$ cat config.mk
export PLATFORM = sky130hd
export DESIGN_NAME = rng_extract_flat
export DESIGN_NICKNAME = d
export VERILOG_FILES = /design/src/rtl/rng_pkg.sv /design/src/rtl/rng_extract_if.sv /design/src/rtl/rng_extract.sv /design/src/flat_wrapper.sv
export SDC_FILE = /design/constraint.sdc
export NUM_CORES = 1
export LEC_CHECK = 0
export ABC_CLOCK_PERIOD_IN_PS = 5650
export CAP_MARGIN = 20
export CORE_MARGIN = 3
export CORE_UTILIZATION = 43
export CTS_CLUSTER_DIAMETER = 30
export DETAILED_ROUTE_END_ITERATION = 10
export PLACE_DENSITY_LB_ADDON = 0.1
export SLEW_MARGIN = 10
export SYNTH_ARGS = -nofsm -noshare
export SYNTH_HDL_FRONTEND = slang
export SYNTH_SLANG_ARGS = --single-unit
$ cat constraint.sdc
create_clock -name clk -period 5.65 [get_ports clk]
set_clock_uncertainty 0.2 [all_clocks]
set_input_delay 0.8475 -clock clk [delete_from_list [all_inputs] [get_ports clk]]
set_output_delay 0.8475 -clock clk [all_outputs]
set_load 0.05 [all_outputs]
$ cat src/rtl/rng_pkg.sv
// rng_pkg: types shared between the range generator and its inverse extractor.
//   cfg_t   - packed range configuration {incr, cnt, base} at default widths
//   ext_t   - extractor result {err, cfg}
//   state_t - extractor FSM states
package rng_pkg;
    localparam int DEF_W_INCR  = 16;
    localparam int DEF_W_CNT   = 16;
    localparam int DEF_W_START = 16;

    typedef struct packed {
        logic [DEF_W_INCR-1:0]  incr;
        logic [DEF_W_CNT-1:0]   cnt;
        logic [DEF_W_START-1:0] base;
    } cfg_t;

    typedef struct packed {
        logic err;
        cfg_t cfg;
    } ext_t;

    typedef enum logic [1:0] {FIRST, ACC, OUT} state_t;
endpackage

$ cat src/rtl/rng_extract_if.sv
// rng_extract_if: valid/ready stream bundle.
//   data  - payload, W bits
//   valid - producer has data
//   ready - consumer can take data
//   master drives data/valid, slave drives ready.
interface rng_extract_if #(parameter int W = 17) ();
    logic [W-1:0] data;
    logic         valid;
    logic         ready;
    modport master(output data, output valid, input ready);
    modport slave(input data, input valid, output ready);
endinterface

$ cat src/rtl/rng_extract.sv
// rng_extract: recovers {err, incr, cnt, base} from an eot-terminated stream.
//   clk  - clock
//   rst  - synchronous active-high reset, aborts any partial stream
//   din  - slave stream, data = {eot, value[W_DATA-1:0]}
//   dout - master stream, data = {err, incr, cnt, base}
module rng_extract
    import rng_pkg::*;
#(
    parameter int W_DATA  = 16,
    parameter int W_INCR  = 16,
    parameter int W_CNT   = 16,
    parameter int W_START = 16,
    parameter bit SIGNED  = 1'b0
) (
    input logic           clk,
    input logic           rst,
    rng_extract_if.slave  din,
    rng_extract_if.master dout
);
    localparam int WX = W_DATA + 1;

    if ($bits(din.data) != W_DATA + 1 || $bits(dout.data) != 1 + W_INCR + W_CNT + W_START) begin : g_width_chk
        $fatal(1, "rng_extract: interface widths do not match parameters");
    end

    state_t               state_q, state_d;
    logic [W_START-1:0]   base_q, base_d;
    logic [W_INCR-1:0]    incr_q, incr_d;
    logic [W_CNT-1:0]     cnt_q, cnt_d;
    logic [W_DATA-1:0]    prev_q, prev_d;
    logic                 err_q, err_d;
    logic                 have_q, have_d;

    logic [W_DATA-1:0]    val;
    logic                 eot, xfer;
    logic [WX-1:0]        val_x, prev_x, diff;
    logic [W_START-1:0]   base_new;
    logic [W_INCR-1:0]    incr_new;

    assign val       = din.data[W_DATA-1:0];
    assign eot       = din.data[W_DATA];
    assign din.ready = state_q != OUT;
    assign xfer      = din.valid & din.ready;
    assign dout.valid = state_q == OUT;
    assign dout.data  = {err_q, incr_q, cnt_q, base_q};

    // One extra bit keeps the difference exact before it is folded to W_INCR.
    assign val_x    = SIGNED ? {val[W_DATA-1], val} : {1'b0, val};
    assign prev_x   = SIGNED ? {prev_q[W_DATA-1], prev_q} : {1'b0, prev_q};
    assign diff     = val_x - prev_x;
    assign incr_new = W_INCR'(signed'(diff));
    assign base_new = SIGNED ? W_START'(signed'(val)) : W_START'(val);

    always_comb begin
        state_d = state_q;
        base_d  = base_q;
        incr_d  = incr_q;
        cnt_d   = cnt_q;
        prev_d  = prev_q;
        err_d   = err_q;
        have_d  = have_q;
        if (state_q == FIRST && xfer) begin
            base_d  = base_new;
            prev_d  = val;
            cnt_d   = W_CNT'(1);
            incr_d  = '0;
            err_d   = 1'b0;
            have_d  = 1'b0;
            state_d = eot ? OUT : ACC;
        end else if (state_q == ACC && xfer) begin
            if (!have_q) begin
                incr_d = incr_new;
                have_d = 1'b1;
            end else if (incr_new != incr_q) begin
                err_d = 1'b1;
            end
            // A saturated count can no longer describe the stream.
            if (&cnt_q) begin
                err_d = 1'b1;
            end else begin
                cnt_d = cnt_q + W_CNT'(1);
            end
            prev_d  = val;
            state_d = eot ? OUT : ACC;
        end else if (state_q == OUT && dout.ready) begin
            state_d = FIRST;
        end
    end

    always_ff @(posedge clk) begin
        if (rst) begin
            state_q <= FIRST;
            base_q  <= '0;
            incr_q  <= '0;
            cnt_q   <= '0;
            prev_q  <= '0;
            err_q   <= 1'b0;
            have_q  <= 1'b0;
        end else begin
            state_q <= state_d;
            base_q  <= base_d;
            incr_q  <= incr_d;
            cnt_q   <= cnt_d;
            prev_q  <= prev_d;
            err_q   <= err_d;
            have_q  <= have_d;
        end
    end
endmodule

$ cat src/flat_wrapper.sv
// flat-port wrapper written by rule: the top's interface ports become plain ports
module rng_extract_flat import rng_pkg::*;
#(
    parameter int W_DATA  = 16,
    parameter int W_INCR  = 16,
    parameter int W_CNT   = 16,
    parameter int W_START = 16,
    parameter bit SIGNED  = 1'b0
)
  (clk, rst, din_data, din_valid, din_ready, dout_data, dout_valid, dout_ready);
  rng_extract_if #(.W(17)) din_i ();
  rng_extract_if #(.W(49)) dout_i ();
  input logic clk;
  input logic rst;
  input wire logic [$bits(din_i.data)-1:0] din_data;
  input wire logic [$bits(din_i.valid)-1:0] din_valid;
  output wire logic [$bits(din_i.ready)-1:0] din_ready;
  output wire logic [$bits(dout_i.data)-1:0] dout_data;
  output wire logic [$bits(dout_i.valid)-1:0] dout_valid;
  input wire logic [$bits(dout_i.ready)-1:0] dout_ready;
  assign din_i.data = din_data;
  assign din_i.valid = din_valid;
  assign din_ready = din_i.ready;
  assign dout_data = dout_i.data;
  assign dout_valid = dout_i.valid;
  assign dout_i.ready = dout_ready;
  rng_extract #(.W_DATA(W_DATA), .W_INCR(W_INCR), .W_CNT(W_CNT), .W_START(W_START), .SIGNED(SIGNED)) u_core (.clk(clk), .rst(rst), .din(din_i), .dout(dout_i));
endmodule
After elaboration in Yosys (flattened, before gate mapping)
Index checks and enable logic that the tools add are counted.
{ "totals": {"regBits": 68, "out_inout_bits": 51, "in_bits": 21, "elab_cells": 44} }
{ "op_classes": {"muxes": 12, "addsub": 2, "n_eq_ne": 5, "n_reduce_logical": 14, "bitwise": 3} }
{ "op_table": {"columns": ["op", "n"], "rows": [
  ["16-bit two-way mux", 2],
  ["16-bit by 1-bit adder with 16-bit output (second input constant)", 1],
  ["16-bit != test", 1],
  ["16-bit AND reduction", 1],
  ["16-bit subtractor", 1],
  ["2-bit two-way mux", 4],
  ["1-bit two-way mux", 6],
  ["2-bit AND reduction", 3],
  ["2-bit nonzero test", 3],
  ["1-bit logical AND", 3],
  ["3-bit AND reduction", 1],
  ["3-bit nonzero test", 1],
  ["2-bit by 1-bit equality test with 1-bit output (second input constant)", 1],
  ["2-bit equality test (second input constant)", 1],
  ["2-bit logical NOT", 1],
  ["2-bit by 1-bit != test with 1-bit output (second input constant)", 1],
  ["2-bit != test (second input constant)", 1],
  ["1-bit NOT", 2],
  ["2-bit OR reduction", 1],
  ["1-bit AND", 1]
]} }

Depth between registers and ports, before layout
Gate-level depths: netlist (run 1).
{ "logic_depth": {"depth_word": 5, "depth_mapped": 12, "mapped_depth_nobuf": 12} }

Least setup slack after synthesis (run 1)
Ideal clock, no wire load.
{ "synth_timing": {"path_type": "in2reg", "from": "in din_data[0]", "to": "reg u_core.err_q", "stages": 12, "setup_time_ns": 0.127, "slack_ns": 2.502, "path_buffers": 0, "t_required_ns": 5.323, "t_arrival_ns": 2.821, "cell_sequence": "inv_1 ha_1 inv_1 fa_1 a21o_1 a221oi_4 o21ai_2 a21oi_2 xnor2_1 o21ai_1 nor4_1 a21oi_1"} }
{ "synth_via": {"elab_chain_len": 4} }
{ "synth_lines": {"columns": ["element", "line", "text"], "rows": [
  ["start: declaration", "flat_wrapper.sv:15", "input wire logic [$bits(din_i.data)-1:0] din_data;"],
  ["16-bit subtractor", "rng_extract.sv:50", "assign diff = val_x - prev_x;"],
  ["16-bit != test", "rng_extract.sv:74", "end else if (incr_new != incr_q) begin"],
  ["2-bit nonzero test (no line)", null, null],
  ["3-bit AND reduction (no line)", null, null],
  ["end signal: assignment", "rng_extract.sv:105", "err_q <= err_d;"],
  ["end: declaration", "rng_extract.sv:31", "logic err_q, err_d;"]
]} }
Every way passes these cells.
A chain may end at the register's enable or synchronous reset.

Final worst setup path (run 1)
Ends and elaborated chain as after synthesis.

==> results.yml, run 1 <==
sta:
  holdWs_ps: 255
  period_needed_ps: 3540
  hold_viol_final: 0
  tightest_slew_ps: 754
  rsz0062_at_grt: "false"
  relSlewSlack_pct: 49.7
  setup_violations: 0
  setup_tns_ps: 0
  final-max-slew-violation-count: 0
  clock.fmax_ghz: 0.282
  timing.final.crit_share_pct: 62.7
global_route:
  grt_pass1_vias: 3351
  grt_pass1_wl_mm: 17.0
  grt-ovfl-total: 0
  antenna_found_initial: 0
  grt_usage_pct: 21.3
  grt_max_degree: 39
yosys:
  synth_top_cell_area_share_pct: 35.5
  synth_warnings: 0
  yosysUniqueCellTypes: 62
  seq_area_frac_synth_pct: 35.5
  synth_area_per_cell_sq_um: 7.77
  syn_inst: 493
  async_flop_share_pct: 0
  synth_largest_area_cell: "dfxtp_1"
  synth-seq-cells: 68
  synth_area_sq_um: 3830
  syn-num-nets: 532
  synth-edff-count: 0
  synthTopCellsByArea: "dfxtp_1 36%, nand2_1 11%, a21oi_1 8.5%, ha_1 5.6%, xor2_1 4.8%"
  synth_top_flop_cell: "dfxtp_1"
setup_path:
  ff2ff_path_depth: 11
  endpoint_kind: "flop"
  crit_end: "u_core.err_q"
  crit_path_start: "din_data[0]"
  cp.arrival_ps: 3570
  regToRegSetupSlack_ps: 2810
  startpoint_type: "primary input"
  rr_startpoint: "u_core.prev_q[0]"
  r2r-end: "u_core.err_q"
  crit_fanout: 4
  crit_type: "primary input to flop"
  critPathRequiredTime_ps: 5680
clocking:
  cts_resized: 0
  hold_buffers: 0
  cts_tree: "built"
  post-cts-setup-buffer-count: 0
  htree_levels: 3
  cts.sinks: 68
  clkTransAtPathRegs_ps: 80
  cts.path.max_buffers: 2
  root_buffer: "clkbuf_8"
  insertion_delay_ps: 350
  cts_buffers: 9
flow_run:
  cap_violations: 0
finish:
  utilization_pct: 57.1
  fin_nets: 593
  layout_commonest_cell: "nand2_1"
  final_cells: 664
  seqCellArea_sq_um: 1360
  drive_gt1_share_pct: 5.55
  fin_area_sq_um: 4810
  multi_input_area_sq_um: 2260
  area.growth.synth_to_final_pct: 25.5
  fillerInstances: 822
  num_antenna_cells: 0
  mostFrequentLayoutCells: "109 x nand2_1, 71 x clkdlybuf4s50_1, 68 x dfxtp_1, 65 x a21oi_1, 33 x nor2_1"
die:
  coreArea_sq_um: 8420
  initial_utilization_pct: 45.5
  pin_count: 72
  rows: 33
  dieHeight_um: 100
  die-width_um: 100
  die_area_sq_um: 10100
power_and_ir_drop:
  power.leakage_nw: 1.75
  max-vdd-ir-drop_mv: 0.194
  powerDensity_nw_per_um2: 270
min_path:
  min_from: "u_core.base_q[8]"
  hp-class: "flop to flop"
placed_design:
  globalplace.congestion: 0.966
  dp_cells: 647
  dp_hpwl_mm: 7.70
  dpl_cell_area_sq_um: 4580
  io_buffers: 71
route:
  first_pass_iters: 4
  dr_total_vias: 3540
  antenna_left: 0
  wire_per_inst_um: 15.4
  via_per_inst: 5.33
  drcViolationCount: 0
  drt_iter0_drc: 146
  finalWirelength_mm: 10.3
outcome:
  outcome: "complete, no violations"
-- kinds of logic (layout without fill, tap and decap cells) --
logic type	after synthesis	after routing	share of synthesized area, %
simple gates	202	202	23.7
compound gates	114	114	19.7
flops	68	68	35.5
buf+inv	50	116	5.55
xor+xnor	40	40	9.14
fa+ha+maj	18	18	6.07
mux	1	1	0.261
-- area by class of cell --
type	instances	area share [%]
Clock buffer	10	2.65
Clock inverter	6	1.85
Inverter	24	1.87
Multi-Input combinational cell	375	46.9
Sequential cell	68	28.3
Tap cell	105	2.73
Timing Repair Buffer	76	15.6
-- layer usage --
layer | up-vias | GRT usage (%) | share of wire (%)
met5 | - | 0 | 0
met4 | 0 | 7.88 | 1.8
met3 | 14 | 4.24 | 5.8
met2 | 90 | 31.3 | 43
met1 | 1641 | 30.6 | 50
li1 | 1795 | - | -
-- worst max-delay path, stage by stage --
cell             delay, ps
clkdlybuf4s50_1        450
inv_1                  100
ha_1                   150
inv_1                   50
fa_1                   390
a21o_1                 220
a21oi_1                310
nand2b_1               210
o32ai_1                100
nor4_1                 300
nand4_1                140
nor4_1                 190
a21oi_1                100
-- registers in the layout, indices dropped and copies added, names as in the netlist --
| name | cells |
|---|---|
| u_core.have_q | 1 |
| u_core.prev_q | 16 |
| u_core.err_q | 1 |
| u_core.state_q | 2 |
| u_core.base_q | 16 |
| u_core.cnt_q | 16 |
| u_core.incr_q | 16 |
-- power by group --
part | switching (W) | leakage, nW | internal (W)
clock | 0.000198 | 0.102 | 0.000249
sequential | 0.0000147 | 0.554 | 0.000499
combinational | 0.000208 | 1.10 | 0.000127
total | 0.000421 | 1.75 | 0.000875
-- per-stage QoR --
stage          setup slack (ps)  power, W
4_1_cts                    2110   0.00131
3_5_place_dp               1740  0.000858
6_report                   2110   0.00130
2_1_floorplan              2500  0.000765
5_1_grt                    1860   0.00136
3_3_place_gp               1810  0.000857
-- cell usage after synthesis (all sizes together) (2+ instances only) --
cell,count
nor2,33
nand2b,8
o21bai,2
or2,2
a211oi,5
o21ai,8
nand2,110
nor4,3
nand3,12
xnor2,19
inv,24
or3,3
and3,7
a21oi,68
buf,7
nor3,5
o21a,2
ha,17
nor2b,5
xor2,21
a31oi,2
o22ai,2
nand4,5
o311ai,2
a21o,5
clkbuf,19
a311oi,2
a22oi,2
dfxtp,68
nand3b,4
-- worst min-delay path by stage --
stage	endpoint	cells past startpoint
global route	u_core.base_q[8]	2
floorplan	u_core.prev_q[10]	2
CTS	u_core.base_q[8]	2
finish	u_core.base_q[8]	2
detailed placement	u_core.base_q[8]	2
global placement	u_core.base_q[15]	2
No activity file was read; power rests on OpenSTA's default activity.
==> run 2, diff against run 1 <==
- ABC_CLOCK_PERIOD_IN_PS: 5650 -> 3600
- clock period: 5.65 -> 3.6 ns (I/O delays scaled with it)
==> run 2 against run 1 <==
  * Final cell count is 0.45% higher
  * Die area stayed put
  * Core utilization is 0.39 points higher
  * Setup slack worse by 1700 ps
  * Largest power group unchanged
==> results.yml, run 2 (synthesis results as in run 1) <==
setup_path:
  startpoint_type: "primary input"
  critPathSlowestCell: "clkdlybuf4s50_1"
  cp.arrival_ps: 3240
  critPathRequiredTime_ps: 3630
  regToRegSetupSlack_ps: 760
  crit_type: "primary input to flop"
  crit_chain: "clkdlybuf4s50_1, inv_1, ha_1, inv_1, fa_1, a21o_1, a21oi_1, nand2b_1, o32ai_1, nor4_1, nand4_1, nor4_1, a21oi_1"
  rr_startpoint: "u_core.prev_q[0]"
  endpoint_kind: "flop"
  max_stage_delay_ps: 450
  ff2ff_path_depth: 11
  r2r-end: "u_core.err_q"
  crit_fanout: 4
placed_design:
  io_buffers: 71
  dp_hpwl_mm: 8.02
  globalplace.congestion: 0.964
global_route:
  grt_pass1_vias: 3454
  grt_pass1_wl_mm: 17.4
  grt_usage_pct: 21.9
  grt_max_degree: 38
  antenna_found_initial: 0
  grt-ovfl-total: 0
die:
  initial_utilization_pct: 45.5
  rows: 33
  coreArea_sq_um: 8420
  dieHeight_um: 100
  pin_count: 72
  die_area_sq_um: 10100
  die-width_um: 100
clocking:
  cts.path.max_buffers: 2
  hold_buffers: 0
  insertion_delay_ps: 360
  post-cts-setup-buffer-count: 0
  clkTransAtPathRegs_ps: 80
  cts_tree: "built"
  htree_levels: 3
  cts.sinks: 68
  cts_resized: 0
  root_buffer: "clkbuf_8"
  cts_buffers: 9
sta:
  timing.final.crit_share_pct: 89.3
  relSlewSlack_pct: 49.5
  rsz0062_at_grt: "false"
  clock.fmax_ghz: 0.311
  setup_tns_ps: 0
  setup_violations: 0
  tightest_slew_ps: 757
  period_needed_ps: 3210
  final-max-slew-violation-count: 0
  hold_viol_final: 0
finish:
  area.growth.synth_to_final_pct: 26.4
  drive_gt1_share_pct: 6.23
  num_antenna_cells: 0
  layout_commonest_cell: "nand2_1"
  mostFrequentLayoutCells: "109 x nand2_1, 71 x clkdlybuf4s50_1, 68 x dfxtp_1, 65 x a21oi_1, 33 x nor2_1"
  fin_nets: 597
route:
  antenna_left: 0
  finalWirelength_mm: 10.6
  drt_iter0_drc: 194
  first_pass_iters: 4
  via_per_inst: 5.54
  drcViolationCount: 0
  wire_per_inst_um: 15.9
  dr_total_vias: 3697
outcome:
  outcome: "complete, no violations"
power_and_ir_drop:
  power.leakage_nw: 1.78
  p_total_w: 0.00206
  max-vdd-ir-drop_mv: 0.233
  powerDensity_nw_per_um2: 426
min_path:
  min_from: "u_core.prev_q[2]"
  hold_depth: 2
  hp-class: "flop to flop"
  whs_endpoint: "u_core.prev_q[2]"
flow_run:
  cap_violations: 0
==> run 2: how the worst max path moves through the flow <==
stage / end / cells past startpoint / slack, ps / from
6_report: u_core.err_q / 13 / 390 / din_data[0]
3_5_place_dp: u_core.err_q / 13 / 3 / din_data[0]
4_1_cts: u_core.err_q / 13 / 380 / din_data[0]
5_1_grt: u_core.err_q / 13 / 160 / din_data[0]
2_1_floorplan: u_core.err_q / 12 / 760 / din_data[0]
3_3_place_gp: u_core.err_q / 13 / 80 / din_data[0]
==> run 2: critical path: cells and delay by family <==
kind                     cells  cell delay, ps
buffers and inverters        3             590
AO/OA/AOI/OAI                4             700
adder cells (fa/ha/maj)      2             550
AND/OR/NAND/NOR              4             850
==> run 2: cell type report <==
| class | instances | area [sq um] |
|---|---|---|
| inverter | 24 | 90.1 |
| sequential | 68 | 1360 |
| timing repair buffer | 80 | 778 |
| clock buffer | 10 | 138 |
| fill | 844 | 3580 |
| tap | 105 | 131 |
| multi-input combinational | 375 | 2260 |
| clock inverter | 5 | 85.1 |
==> run 2: through the flow <==
step	setup WS [ps]	hold WS, ps	util [%]	area (sq um)	std cells
floorplan	759	236	-	3830	493
global placement	79.8	243	54.8	4620	652
detailed placement	3.09	246	54.8	4620	652
CTS	377	258	57.5	4840	667
global route	161	279	57.5	4840	667
finish	387	256	57.5	4840	667
==> run 2: where the power goes <==
group | switching [W] | total, W | internal (W)
Combinational | 0.000328 | 0.000533 | 0.000205
Clock | 0.000314 | 0.000723 | 0.000409
Sequential | 0.0000240 | 0.000808 | 0.000784
==> run 2: routing by layer <==
layer  part of all wire (%)  track usage [%]
met2                     43             32.4
met1                     49             30.8
met3                    5.9             5.42
met4                    2.6             8.29
met5                      0                0
==> run 3, diff against run 2 <==
- CORE_UTILIZATION: 43 -> 45
- CTS_BUF_LIST: not set -> sky130_fd_sc_hd__clkbuf_8
==> run 3 against run 2 <==
  * Core utilization increased by 0.95 points
  * Total power decreased by 1.2%
  * Final cell count fell by 0.15%
  * Die area shrank 4.2%
  * Sequential power about the same
  * Count of clock-buffer cells in the layout is 1 lower
  * Critical path depth unchanged
  * Combinational power hardly changed
  * First-iteration DRC count down 42%
  * Final area decreased by 0.34%
  * Global-route usage up 0.49 points
  * Clock power decreased by 3.0%
  * Critical endpoint unchanged
==> results.yml, run 3 (synthesis results as in run 1) <==
clocking:
  insertion_delay_ps: 350
  cts_resized: 0
  cts.sinks: 68
  cts.path.max_buffers: 2
  cts_tree: "built"
  htree_levels: 3
  clkTransAtPathRegs_ps: 80
  cts_buffers: 9
  post-cts-setup-buffer-count: 0
  root_buffer: "clkbuf_8"
  hold_buffers: 0
sta:
  setup_violations: 0
  timing.final.crit_share_pct: 90.2
  tightest_slew_ps: 762
  setup_tns_ps: 0
  period_needed_ps: 3250
  rsz0062_at_grt: "false"
  final-max-slew-violation-count: 0
  hold_viol_final: 0
  relSlewSlack_pct: 49.2
  clock.fmax_ghz: 0.308
  setup_ws_ps: 352
  holdWs_ps: 257
setup_path:
  ff2ff_path_depth: 11
  critPathRequiredTime_ps: 3640
  crit_fanout: 4
  rr_startpoint: "u_core.prev_q[0]"
  regToRegSetupSlack_ps: 700
  crit_type: "primary input to flop"
  cp.arrival_ps: 3280
  r2r-end: "u_core.err_q"
  startpoint_type: "primary input"
  endpoint_kind: "flop"
  crit_end: "u_core.err_q"
  crit_path_start: "din_data[0]"
power_and_ir_drop:
  p_total_w: 0.00204
  max-vdd-ir-drop_mv: 0.235
  internal_power_w: 0.00137
  power.leakage_nw: 1.77
  pwr-share-clk_pct: 34.4
  combPwrFrac_pct: 26.0
  powerDensity_nw_per_um2: 422
  swShare_pct: 32.6
  power_frac_seq_pct: 39.6
  switchingPower_w: 0.000663
die:
  die_area_sq_um: 9660
  initial_utilization_pct: 46.4
  rows: 33
  die-width_um: 98.3
  coreArea_sq_um: 8260
  dieHeight_um: 98.3
  pin_count: 72
min_path:
  hp-class: "flop to flop"
  hold_depth: 2
  min_from: "u_core.prev_q[12]"
global_route:
  grt_pass1_wl_mm: 17.5
  grt_usage_pct: 22.4
  grt_pass1_vias: 3484
  antenna_found_initial: 0
  grt_max_degree: 38
  grt-ovfl-total: 0
placed_design:
  dp_worst_setup_slack_ps: 20.7
  io_buffers: 71
  globalplace.congestion: 0.906
  dp_hpwl_mm: 7.94
route:
  via_per_inst: 5.33
  drt_iter0_drc: 112
  wire_per_inst_um: 15.8
  antenna_left: 0
  drcViolationCount: 0
  first_pass_iters: 4
  finalWirelength_mm: 10.5
  dr_total_vias: 3553
finish:
  drive_gt1_share_pct: 6.06
  area.growth.synth_to_final_pct: 25.9
  mostFrequentLayoutCells: "109 x nand2_1, 71 x clkdlybuf4s50_1, 68 x dfxtp_1, 65 x a21oi_1, 33 x nor2_1"
  num_antenna_cells: 0
  fillerInstances: 788
  fin_nets: 596
  layout_commonest_cell: "nand2_1"
outcome:
  outcome: "complete, no violations"
flow_run:
  cap_violations: 0
## run 3: per-layer routing
layer / vias up / share of wire (%) / global-route usage, %
met5: - / 0 / 0
met4: 0 / 3.0 / 9.66
met3: 24 / 3.8 / 5.00
met2: 77 / 47 / 36.3
met1: 1653 / 46 / 28.8
li1: 1799 / - / -
## run 3: metrics by stage
step	utilization (%)	instance area [sq um]	instances
2_1_floorplan	-	3830	493
3_3_place_gp	55.8	4610	651
3_5_place_dp	55.8	4610	651
4_1_cts	58.4	4820	666
5_1_grt	58.4	4820	666
6_report	58.4	4820	666
## run 3: worst min path at each step
stage                        endpoint
finish              u_core.prev_q[12]
floorplan           u_core.prev_q[10]
detailed placement  u_core.prev_q[14]
global placement    u_core.prev_q[14]
global route        u_core.prev_q[12]
CTS                  u_core.prev_q[2]
## run 3: power groups by stage
stage,clock (W),combinational [W],sequential (W)
6_report,0.000701,0.000530,0.000807
5_1_grt,0.000754,0.000580,0.000812
4_1_cts,0.000719,0.000532,0.000808
3_5_place_dp,0,0.000529,0.000825
3_3_place_gp,0,0.000529,0.000824
2_1_floorplan,0,0.000318,0.000883
## run 3: final cells by class
cell class / count / area [sq um] / area share [%]
clock buffer: 9 / 124 / 2.57
multi-input combinational: 375 / 2260 / 46.8
sequential: 68 / 1360 / 28.2
tap: 105 / 131 / 2.72
timing repair buffer: 79 / 771 / 16.0
clock inverter: 6 / 90.1 / 1.87
inverter: 24 / 90.1 / 1.87
## run 3: worst max-delay path, cell delays in order
cell	delay, ps
clkdlybuf4s50_1	450
inv_1	100
ha_1	150
inv_1	50
fa_1	390
a21o_1	240
a21oi_1	330
nand2b_1	200
o32ai_1	100
nor4_1	330
nand4_1	140
nor4_1	180
a21oi_1	100
